<file path="config.mk">
export PLATFORM = sky130hd
export DESIGN_NAME = uart_rx_controller_flat
export DESIGN_NICKNAME = d
export VERILOG_FILES = /design/src/rtl/uart_rx_controller_if.sv /design/src/rtl/uart_rx_controller.sv /design/src/flat_wrapper.sv
export SDC_FILE = /design/constraint.sdc
export NUM_CORES = 1
export LEC_CHECK = 0
export ABC_AREA = 1
export BUFFER_PORTS_ARGS = -buffer_cell sky130_fd_sc_hd__buf_4
export CAP_MARGIN = 0
export CORE_MARGIN = 3
export CORE_UTILIZATION = 40
export CTS_CLUSTER_SIZE = 25
export DETAILED_ROUTE_END_ITERATION = 7
export HOLD_SLACK_MARGIN = 0.08
export RECOVER_POWER = 50
export SYNTH_ARGS = -nofsm -noshare
export SYNTH_HDL_FRONTEND = slang
export SYNTH_SLANG_ARGS = --single-unit
</file>
<file path="constraint.sdc">
create_clock -name clk_i -period 2.05 [get_ports clk_i]
set_input_delay 0.205 -clock clk_i [delete_from_list [all_inputs] [get_ports clk_i]]
set_output_delay 0.205 -clock clk_i [all_outputs]
set_load 0.005 [all_outputs]
</file>
<file path="src/rtl/uart_rx_controller_if.sv">
`default_nettype none
`timescale 1ns/1ps
// +--------------------------------------------------------------------------+
// | Module   : uart_rx_controller_if                                         |
// | Purpose  : Groups the controller's strobe, status and consumer           |
// |            handshake signals.                                            |
// |            master : the receive sequencer (drives strobes and flags)     |
// |            slave  : shift register / consumer side (drives rx_ack_i)     |
// | Signals  : rxd_sync_o  synchronised serial line                          |
// |            midbit      bit-centre strobe                                 |
// |            shift_en    load command at a valid stop-bit centre           |
// |            rx_valid_o  byte available, held until acked                  |
// |            frame_err_o sticky framing error                              |
// |            overrun_o   sticky overrun                                    |
// |            busy_o      sequencer not idle                                |
// |            rx_ack_i    consumer acknowledge                              |
// | Revision : 1.0 - initial release                                         |
// +--------------------------------------------------------------------------+
interface uart_rx_controller_if;
   logic rxd_sync_o;
   logic midbit;
   logic shift_en;
   logic rx_valid_o;
   logic frame_err_o;
   logic overrun_o;
   logic busy_o;
   logic rx_ack_i;

   modport master (
      output rxd_sync_o, midbit, shift_en, rx_valid_o,
             frame_err_o, overrun_o, busy_o,
      input  rx_ack_i
   );

   modport slave (
      input  rxd_sync_o, midbit, shift_en, rx_valid_o,
             frame_err_o, overrun_o, busy_o,
      output rx_ack_i
   );
endinterface
`default_nettype wire

</file>
<file path="src/rtl/uart_rx_controller.sv">
`default_nettype none
`timescale 1ns/1ps
// +--------------------------------------------------------------------------+
// | Module   : uart_rx_controller                                            |
// | Purpose  : UART receive sequencer. Synchronises RxD, qualifies the start |
// |            bit at its midpoint, counts 16x oversample ticks and issues   |
// |            midbit / shift_en strobes for an external 8-bit shift         |
// |            register, plus valid/ack handshake and error flags.           |
// | Ports    : clk_i    system clock                                         |
// |            rstb_i   asynchronous active-low reset                        |
// |            baudx16  single-cycle 16x baud tick                           |
// |            RxD      raw serial line (idle high)                          |
// |            bus      strobes, flags and ack (master modport)              |
// | Revision : 1.0 - initial release                                         |
// +--------------------------------------------------------------------------+
module uart_rx_controller #(
   parameter int DATA_BITS  = 8,
   parameter int OVERSAMPLE = 16,
   parameter int MID_SAMPLE = 7
) (
   input  wire logic             clk_i,
   input  wire logic             rstb_i,
   input  wire logic             baudx16,
   input  wire logic             RxD,
   uart_rx_controller_if.master  bus
);

   localparam logic [1:0] c_ST_IDLE  = 2'd0;
   localparam logic [1:0] c_ST_START = 2'd1;
   localparam logic [1:0] c_ST_DATA  = 2'd2;
   localparam logic [1:0] c_ST_STOP  = 2'd3;

   localparam logic [3:0] c_MID_CNT  = MID_SAMPLE[3:0];
   localparam logic [3:0] c_LAST_CNT = 4'(OVERSAMPLE - 1);
   localparam logic [3:0] c_LAST_BIT = 4'(DATA_BITS);

   logic       r_sync1;
   logic       r_sync2;
   logic [1:0] r_state;
   logic [3:0] r_sample_cnt;
   logic [3:0] r_bit_cnt;
   logic       r_rx_valid;
   logic       r_frame_err;
   logic       r_overrun;

   logic [1:0] w_state_nxt;
   logic [3:0] w_sample_nxt;
   logic [3:0] w_bit_nxt;
   logic       w_midbit;
   logic       w_shift_en;
   logic       w_stop_bad;
   logic       w_busy;

   // Two-flop synchroniser; reset to the idle (mark) level so that reset
   // release never looks like a start edge.
   always_ff @(posedge clk_i or negedge rstb_i) begin
      if (!rstb_i) begin
         r_sync1 <= 1'b1;
         r_sync2 <= 1'b1;
      end else begin
         r_sync1 <= RxD;
         r_sync2 <= r_sync1;
      end
   end

   // State and counter register
   always_ff @(posedge clk_i or negedge rstb_i) begin
      if (!rstb_i) begin
         r_state      <= c_ST_IDLE;
         r_sample_cnt <= 4'd0;
         r_bit_cnt    <= 4'd0;
      end else begin
         r_state      <= w_state_nxt;
         r_sample_cnt <= w_sample_nxt;
         r_bit_cnt    <= w_bit_nxt;
      end
   end

   // Next-state logic; everything holds between ticks.
   always_comb begin
      w_state_nxt  = r_state;
      w_sample_nxt = r_sample_cnt;
      w_bit_nxt    = r_bit_cnt;
      if (baudx16) begin
         case (r_state)
            c_ST_IDLE: begin
               if (!r_sync2) begin
                  w_state_nxt  = c_ST_START;
                  w_sample_nxt = 4'd0;
               end
            end
            c_ST_START: begin
               if (r_sample_cnt == c_MID_CNT) begin
                  w_sample_nxt = 4'd0;
                  if (r_sync2) begin
                     // Line back high at the midpoint: noise, not a start bit
                     w_state_nxt = c_ST_IDLE;
                  end else begin
                     w_state_nxt = c_ST_DATA;
                     w_bit_nxt   = 4'd0;
                  end
               end else begin
                  w_sample_nxt = r_sample_cnt + 4'd1;
               end
            end
            c_ST_DATA: begin
               if (r_sample_cnt == c_LAST_CNT) begin
                  w_sample_nxt = 4'd0;
                  w_bit_nxt    = r_bit_cnt + 4'd1;
                  if (r_bit_cnt + 4'd1 == c_LAST_BIT) begin
                     w_state_nxt = c_ST_STOP;
                  end
               end else begin
                  w_sample_nxt = r_sample_cnt + 4'd1;
               end
            end
            c_ST_STOP: begin
               if (r_sample_cnt == c_LAST_CNT) begin
                  w_sample_nxt = 4'd0;
                  w_state_nxt  = c_ST_IDLE;
               end else begin
                  w_sample_nxt = r_sample_cnt + 4'd1;
               end
            end
            default: begin
               w_state_nxt  = c_ST_IDLE;
               w_sample_nxt = 4'd0;
               w_bit_nxt    = 4'd0;
            end
         endcase
      end
   end

   // Output decode (strobes are combinational on the tick cycle)
   always_comb begin
      w_midbit   = baudx16 && (r_sample_cnt == c_LAST_CNT) &&
                   ((r_state == c_ST_DATA) || (r_state == c_ST_STOP));
      w_shift_en = w_midbit && (r_state == c_ST_STOP) && r_sync2;
      w_stop_bad = w_midbit && (r_state == c_ST_STOP) && !r_sync2;
      w_busy     = (r_state != c_ST_IDLE);
   end

   // Consumer flags. A load in the same cycle as an ack wins for rx_valid;
   // overrun is only raised when the previous byte was not being acked.
   always_ff @(posedge clk_i or negedge rstb_i) begin
      if (!rstb_i) begin
         r_rx_valid  <= 1'b0;
         r_frame_err <= 1'b0;
         r_overrun   <= 1'b0;
      end else begin
         if (w_shift_en) begin
            r_rx_valid <= 1'b1;
         end else if (bus.rx_ack_i) begin
            r_rx_valid <= 1'b0;
         end

         if (w_shift_en && r_rx_valid && !bus.rx_ack_i) begin
            r_overrun <= 1'b1;
         end else if (bus.rx_ack_i) begin
            r_overrun <= 1'b0;
         end

         if (w_stop_bad) begin
            r_frame_err <= 1'b1;
         end else if (bus.rx_ack_i) begin
            r_frame_err <= 1'b0;
         end
      end
   end

   assign bus.rxd_sync_o  = r_sync2;
   assign bus.midbit      = w_midbit;
   assign bus.shift_en    = w_shift_en;
   assign bus.rx_valid_o  = r_rx_valid;
   assign bus.frame_err_o = r_frame_err;
   assign bus.overrun_o   = r_overrun;
   assign bus.busy_o      = w_busy;

endmodule
`default_nettype wire

</file>
<file path="src/flat_wrapper.sv">
// flat-port wrapper written by rule: the top's interface ports become plain ports
module uart_rx_controller_flat 
#(
   parameter int DATA_BITS  = 8,
   parameter int OVERSAMPLE = 16,
   parameter int MID_SAMPLE = 7
)
  (clk_i, rstb_i, baudx16, RxD, bus_rxd_sync_o, bus_midbit, bus_shift_en, bus_rx_valid_o, bus_frame_err_o, bus_overrun_o, bus_busy_o, bus_rx_ack_i);
  uart_rx_controller_if bus_i ();
  input  wire logic clk_i;
  input  wire logic rstb_i;
  input  wire logic baudx16;
  input  wire logic RxD;
  output wire logic [$bits(bus_i.rxd_sync_o)-1:0] bus_rxd_sync_o;
  output wire logic [$bits(bus_i.midbit)-1:0] bus_midbit;
  output wire logic [$bits(bus_i.shift_en)-1:0] bus_shift_en;
  output wire logic [$bits(bus_i.rx_valid_o)-1:0] bus_rx_valid_o;
  output wire logic [$bits(bus_i.frame_err_o)-1:0] bus_frame_err_o;
  output wire logic [$bits(bus_i.overrun_o)-1:0] bus_overrun_o;
  output wire logic [$bits(bus_i.busy_o)-1:0] bus_busy_o;
  input wire logic [$bits(bus_i.rx_ack_i)-1:0] bus_rx_ack_i;
  assign bus_rxd_sync_o = bus_i.rxd_sync_o;
  assign bus_midbit = bus_i.midbit;
  assign bus_shift_en = bus_i.shift_en;
  assign bus_rx_valid_o = bus_i.rx_valid_o;
  assign bus_frame_err_o = bus_i.frame_err_o;
  assign bus_overrun_o = bus_i.overrun_o;
  assign bus_busy_o = bus_i.busy_o;
  assign bus_i.rx_ack_i = bus_rx_ack_i;
  uart_rx_controller #(.DATA_BITS(DATA_BITS), .OVERSAMPLE(OVERSAMPLE), .MID_SAMPLE(MID_SAMPLE)) u_core (.clk_i(clk_i), .rstb_i(rstb_i), .baudx16(baudx16), .RxD(RxD), .bus(bus_i));
endmodule
</file>
==> results of run 1 <==
==> layout make-up <==
type	instances	area [µm²]	area share, %
Tap cell	25	31.3	3.32
Clock buffer	4	26.3	2.79
Sequential cell	15	378	40.2
Inverter	13	48.8	5.19
Multi-Input combinational cell	67	358	38.0
Timing Repair Buffer	13	98.8	10.5
==> sequential cells by signal, summed over array words and instances (netlist names), named ones only <==
signal / cells
u_core.r_bit_cnt: 4
u_core.bus.frame_err_o: 1
u_core.bus.rxd_sync_o: 1
u_core.r_state: 1
u_core.bus.rx_valid_o: 1
u_core.bus.overrun_o: 1
u_core.r_sync1: 1
u_core.r_sample_cnt: 4
==> path summary, 6_finish.rpt <==
check | end | from | cells after the start | slack (ns)
setup / recovery | bus_shift_en | u_core.r_sample_cnt[0] | 6 | 0.33
hold / removal | u_core.bus.overrun_o | bus_rx_ack_i | 4 | 0.19
setup reg to reg | flop | u_core.r_sample_cnt[0] | 8 | 0.67
hold reg to reg | u_core.bus.rxd_sync_o | u_core.r_sync1 | 0 | 0.36
max in group asynchronous | u_core.r_sample_cnt[3] | rstb_i | 2 | 1.04
min in group asynchronous | u_core.r_bit_cnt[0] | rstb_i | 2 | 0.51
==> power by group through the flow <==
stage	clock network (mW)	registers [mW]	logic, mW
floorplan	0	0.443	0.278
global placement	0	0.458	0.348
detailed placement	0	0.461	0.352
CTS	0.173	0.455	0.362
global route	0.188	0.472	0.415
finish	0.163	0.458	0.359
==> per-stage QoR <==
step | setup slack (ns) | std cells
after CTS | 0.301 | 137
after detailed placement | 0.623 | 131
final | 0.326 | 137
after global routing | 0.169 | 137
after global placement | 0.652 | 131
after floorplan | 0.775 | 95
==> worst max-delay path: stages (launching register included) <==
cell and delay [ns]:
dfrtp_1 0.39, ha_1 0.24, nand3_2 0.15, nor3_4 0.16, nand3_1 0.13, inv_1 0.07
buf_4 0.10
==> cell usage after synthesis (2+ instances only) <==
cell type | count | area [µm²]
inv_2 | 2 | 7.51
inv_1 | 11 | 41.3
nor2_1 | 6 | 22.5
nand2_1 | 31 | 116
o21ai_0 | 3 | 15.0
nand2_2 | 3 | 18.8
ha_1 | 2 | 25.0
dfrtp_1 | 13 | 325
a21oi_1 | 2 | 10.0
nand3_1 | 7 | 35.0
o21ai_1 | 2 | 10.0
dfstp_2 | 2 | 52.6
==> kinds of logic after synthesis <==
family	after synthesis
simple gates	54
fa+ha+maj	2
flops	15
xor+xnor	1
buf+inv	13
compound gates	10
==> timing repair <==
action,4_1_cts,5_1_grt
resized for setup,0,0
hold buffers,2,0
setup buffers,0,0
hold endpoints to repair,16,0
==> routing by layer <==
layer | GRT usage, % | up-vias
met1 | 15.5 | 282
li1 | - | 335
met3 | 5.64 | 4
met2 | 20.0 | 16
met5 | 0 | -
met4 | 2.76 | 0
==> layout by cell type (no fill, tap or decap) <==
cell type | Yosys | layout
nand2_1 | 31 | 31
dfrtp_1 | 13 | 13
inv_1 | 11 | 11
buf_4 | 0 | 8
nand3_1 | 7 | 7
nor2_1 | 6 | 6
clkbuf_4 | 0 | 5
nand2_2 | 3 | 3
o21ai_0 | 3 | 3
inv_2 | 2 | 2
o21ai_1 | 2 | 2
a21oi_1 | 2 | 2
ha_1 | 2 | 2
clkbuf_1 | 0 | 2
dlygate4sd3_1 | 0 | 2
dfstp_2 | 2 | 2
nand3_2 | 1 | 1
nor3_4 | 1 | 1
nand4_1 | 1 | 1
nor2_2 | 1 | 1
nand2_4 | 1 | 1
nor2_4 | 1 | 1
nor3_2 | 1 | 1
a21oi_2 | 1 | 1
xor2_1 | 1 | 1
o22ai_1 | 1 | 1
a22o_2 | 1 | 1
==> metrics.yaml, run 1 <==
outcome:
  status: "complete, no violations"
detailed_routing:
  route.detailed.drc: 0
  highest_layer: "met4"
  wl_met1_um: 656
  wl_met2_um: 601
  first_pass_iters: 4
  vias: 637
  routedWlPerCell_um: 10.1
  antenna_left: 0
  drt_iter0_markers: 10
  wl_um: 1380
  vias_per_cell: 4.65
  dr_wl_met3_um: 104
floorplan:
  coreArea_um2: 1780
  io_pins: 12
  die_height_um: 50.3
  num_rows: 15
  die_area_um2: 2530
  die_w_um: 50.3
  initial_core_util_pct: 44.0
global_route:
  grt_pass1_wl_um: 2410
  gr-total-overflow: 0
  grt_usage_pct: 12.6
  grt_max_degree: 16
  antenna_found_initial: 0
  grt_pass1_vias: 569
pwr:
  power_density_nw_per_um2: 1040
  p_leak_nw: 0.483
  internal_power_mw: 0.585
  seqPwrFrac_pct: 46.7
  clkPwrFrac_pct: 16.7
  p_total_mw: 0.980
  p_sw_mw: 0.394
  switching_share_pct: 40.3
  power_frac_comb_pct: 36.6
  ir_drop_mv: 0.677
sta:
  hold_ws_ns: 0.189
  finClkSkew_ns: 0.00503
  max_freq_mhz: 580
  relSlewSlack_pct: 47.2
  rsz0062_at_grt: "false"
  hold_viol: 0
  period_share_pct: 84.1
  maxSlewViolCount: 0
  worst_pin_slew_ns: 0.792
  min_period_ns: 1.72
  setup_viol: 0
  setup_tns_ns: 0
layout:
  nFillCells: 167
  drive_above_1_share_pct: 25.0
  diodes: 0
  fin_nets: 120
  syn2layout_area_growth_pct: 19.9
  postLayoutCellArea_um2: 941
  final_core_utilization_pct: 52.8
cts:
  cts_tree: "done"
  cts_made_buffers: 3
  cts_root_buf: "clkbuf_4"
  cts_sinks: 15
  clockBufferDepth: 2
  h-tree-depth: 1
  clock_latency_ns: 0.28
  clk_pin_slew_ns: 0.08
synthesis:
  synthAdderAreaFrac_pct: 3.19
  yosys_warnings: 0
  synthDistinctLibCells: 23
  synth_seq_cells: 15
  syn_area_um2: 785
  synthSimpleGateAreaFrac_pct: 33.7
  synth_edf_count: 0
  synth_nets: 102
  synth_compound_area_share_pct: 7.66
  synth_mux_area_share_pct: 0
  synth_cells: 95
  syn_area_per_cell_um2: 8.26
  synth_top_family_by_area: "simple AND/OR/NAND/NOR gates"
  ys_seq_area_share_pct: 48.2
  ys_async_sr_fraction_pct: 100
  synthFlopType: "dfrtp_1"
  synth_xor_area_share_pct: 1.12
worst_setup_path:
  critPathLaunchType: "flop"
  endpoint_kind: "primary output"
  cp_max_fo: 4
  cp.arrival_ns: 1.52
  crit_required_ns: 1.85
  crit_type: "flop to primary output"
placed_design:
  io_buffers: 11
  finalWeightedCongestion: 0.710
  dp_hpwl_um: 1020
  dpl_cell_area_um2: 898
flow_run:
  drv_cap: 0
hold_path:
  hold_path.class: "primary input to flop"
Note: power is estimated with default switching activity, not from simulation.
==> run 2, diff against run 1 <==
==> constraint.sdc (replaced) <==
create_clock -name clk_i -period 1.43 [get_ports clk_i]
set_input_delay 0.143 -clock clk_i [delete_from_list [all_inputs] [get_ports clk_i]]
set_output_delay 0.143 -clock clk_i [all_outputs]
set_load 0.005 [all_outputs]
==> metrics.yaml, run 2 (synthesis gave the netlist of run 1 again) <==
layout:
  nFillCells: 153  # -8.4%
  syn2layout_area_growth_pct: 37.8
  fin_nets: 131  # +9.2%
  layout_commonest_cell: "nand2_1"
  drive_above_1_share_pct: 38.2  # +13 points
  diodes: 0  # unchanged
  layout_common_cells: "nand2_1 (29), buf_4 (18), dfrtp_1 (13)"
  reg_top3: "u_core.r_bit_cnt (4), u_core.r_sample_cnt (4)"
cts:
  cts_root_buf: "clkbuf_4"
  clockBufferDepth: 2  # unchanged
  clk_pin_slew_ns: 0.09  # about the same
  cts_tree: "done"
  h-tree-depth: 1  # unchanged
  cts_sinks: 15  # unchanged
  clock_latency_ns: 0.28  # about the same
  cts_made_buffers: 3  # unchanged
pwr:
  p_leak_nw: 0.537  # +11%
  p_sw_mw: 0.657  # +67%
  seqPwrFrac_pct: 42.6  # -4.1 points
  ir_drop_mv: 0.854  # +26%
  clkPwrFrac_pct: 15.3  # -1.4 points
  power_density_nw_per_um2: 1470  # +41%
  power_frac_comb_pct: 42.1  # +5.5 points
  switching_share_pct: 41.3  # +1.0 points
  p_total_mw: 1.59  # +62%
  internal_power_mw: 0.934  # +60%
floorplan:
  die_area_um2: 2530  # unchanged
  initial_core_util_pct: 44.0  # unchanged
  io_pins: 12  # unchanged
  die_w_um: 50.3  # unchanged
  coreArea_um2: 1780  # unchanged
  num_rows: 15  # unchanged
  die_height_um: 50.3  # unchanged
global_route:
  grt_pass1_wl_um: 3040  # +26%
  antenna_found_initial: 0  # unchanged
  grt_max_degree: 16  # unchanged
  grt_usage_pct: 16.1  # +3.6 points
  gr-total-overflow: 0  # unchanged
  grt_pass1_vias: 712  # +25%
worst_setup_path:
  rr_startpoint: "u_core.r_sample_cnt[1]"
  worst_r2r_path_depth: 8  # unchanged
  crit_start: "u_core.r_sample_cnt[1]"
  critPathLaunchType: "flop"
  crit_required_ns: 1.29  # -0.56 ns
  cp.arrival_ns: 1.38  # -0.14 ns
  reg2reg_to: "u_core.bus.overrun_o"
  cp_max_fo: 2  # -2
  r2r_slack_ns: -0.06  # -0.73 ns
  crit_type: "flop to primary output"
  endpoint_kind: "primary output"
  crit_end: "bus_shift_en"
sta:
  hold_viol: 0  # unchanged
  hold_ws_ns: 0.126  # -0.0629 ns
  period_share_pct: 107
  layout_setup_ws_ns: -0.0942  # -0.420 ns
  rsz0062_at_grt: "true"
  min_period_ns: 1.52
  worst_pin_slew_ns: 0.830  # +0.0387 ns
  finClkSkew_ns: 0.00286  # -0.00217 ns
  maxSlewViolCount: 0  # unchanged
  relSlewSlack_pct: 44.7  # -2.6 points
  setup_viol: 5  # +5
  max_freq_mhz: 656
detailed_routing:
  route.detailed.drc: 0  # unchanged
  routedWlPerCell_um: 12.0  # +19%
  drt_iter0_markers: 10  # unchanged
  antenna_left: 0  # unchanged
  first_pass_iters: 4  # unchanged
  vias_per_cell: 4.74  # +2.0%
  vias: 702  # +10%
  wl_um: 1770  # +28%
outcome:
  violations: "setup timing"
  status: "complete, but fails checks"
flow_run:
  drv_cap: 0  # unchanged
placed_design:
  finalWeightedCongestion: 0.711  # +0.17%
  io_buffers: 11  # unchanged
  dp_hpwl_um: 1070  # +4.8%
hold_path:
  hold_path.class: "primary input to flop"
## run 2: cell count changes in the layout (fill, tap and decap cells not counted), sizes merged
cell    previous run  this run
buf                8        21
clkbuf             7         5
## run 2: layout make-up
cell class | instances | area [µm²] | area share, %
inverters | 13 | 48.8 | 4.51
multi-input cells | 67 | 404 | 37.4
well taps | 25 | 31.3 | 2.89
flip-flops and latches | 15 | 378 | 35.0
repair buffers | 24 | 193 | 17.8
clock buffers | 4 | 26.3 | 2.43
## run 2: worst min path at each step
stage	cells past startpoint	start	slack, ns	to
2_1_floorplan	0	rstb_i	-0.15	asynchronous set/reset pin
3_3_place_gp	1	rstb_i	0.008	u_core.r_bit_cnt[0]
3_5_place_dp	1	rstb_i	0.01	u_core.r_bit_cnt[0]
4_1_cts	4	bus_rx_ack_i	0.11	u_core.bus.overrun_o
5_1_grt	4	bus_rx_ack_i	0.16	u_core.bus.overrun_o
6_report	4	bus_rx_ack_i	0.13	u_core.bus.overrun_o
## run 2: timing repair
| action | 4_1_cts | 5_1_grt |
|---|---|---|
| hold buffers | 2 | 0 |
| gates cloned | 0 | 0 |
| pin swaps | 2 | 8 |
| gates resized for setup | 7 | 8 |
| endpoints found under the setup margin | 2 | 9 |
| setup buffers | 8 | 3 |
| hold endpoints to repair | 16 | 0 |
## run 2: worst max-delay path, stage by stage (launching register included)
cell	delay (ns)
dfrtp_1	0.42
ha_4	0.17
nand3_4	0.08
nor3_4	0.15
nand3_2	0.11
inv_2	0.08
buf_6	0.09
## run 2: power groups by stage
stage	Sequential (mW)	Combinational, mW	Clock (mW)
floorplan	0.635	0.399	0
global placement	0.658	0.500	0
detailed placement	0.665	0.510	0
CTS	0.665	0.582	0.251
global route	0.697	0.760	0.275
finish	0.679	0.670	0.243
## run 2: stage by stage
step | utilization (%) | area, µm² | instances | setup TNS, ns | worst slack [ns]
floorplan | - | 785 | 95 | 0 | 0.179
global placement | 50.4 | 898 | 131 | 0 | 0.0834
detailed placement | 50.4 | 898 | 131 | 0 | 0.0620
CTS | 58.2 | 1040 | 145 | -0.266 | -0.101
global route | 60.6 | 1080 | 148 | -1.05 | -0.163
finish | 60.6 | 1080 | 148 | -0.301 | -0.0942
## run 2: per-layer routing
| layer | wire (µm) | share of wire [%] | global-route usage (%) | vias to the layer above |
|---|---|---|---|---|
| li1 | - | - | - | 355 |
| met1 | 781 | 44 | 19.0 | 327 |
| met2 | 865 | 49 | 27.0 | 14 |
| met3 | 66 | 3.7 | 3.56 | 6 |
| met4 | 58 | 3.3 | 8.76 | 0 |
| met5 | 0 | 0 | 0 | - |
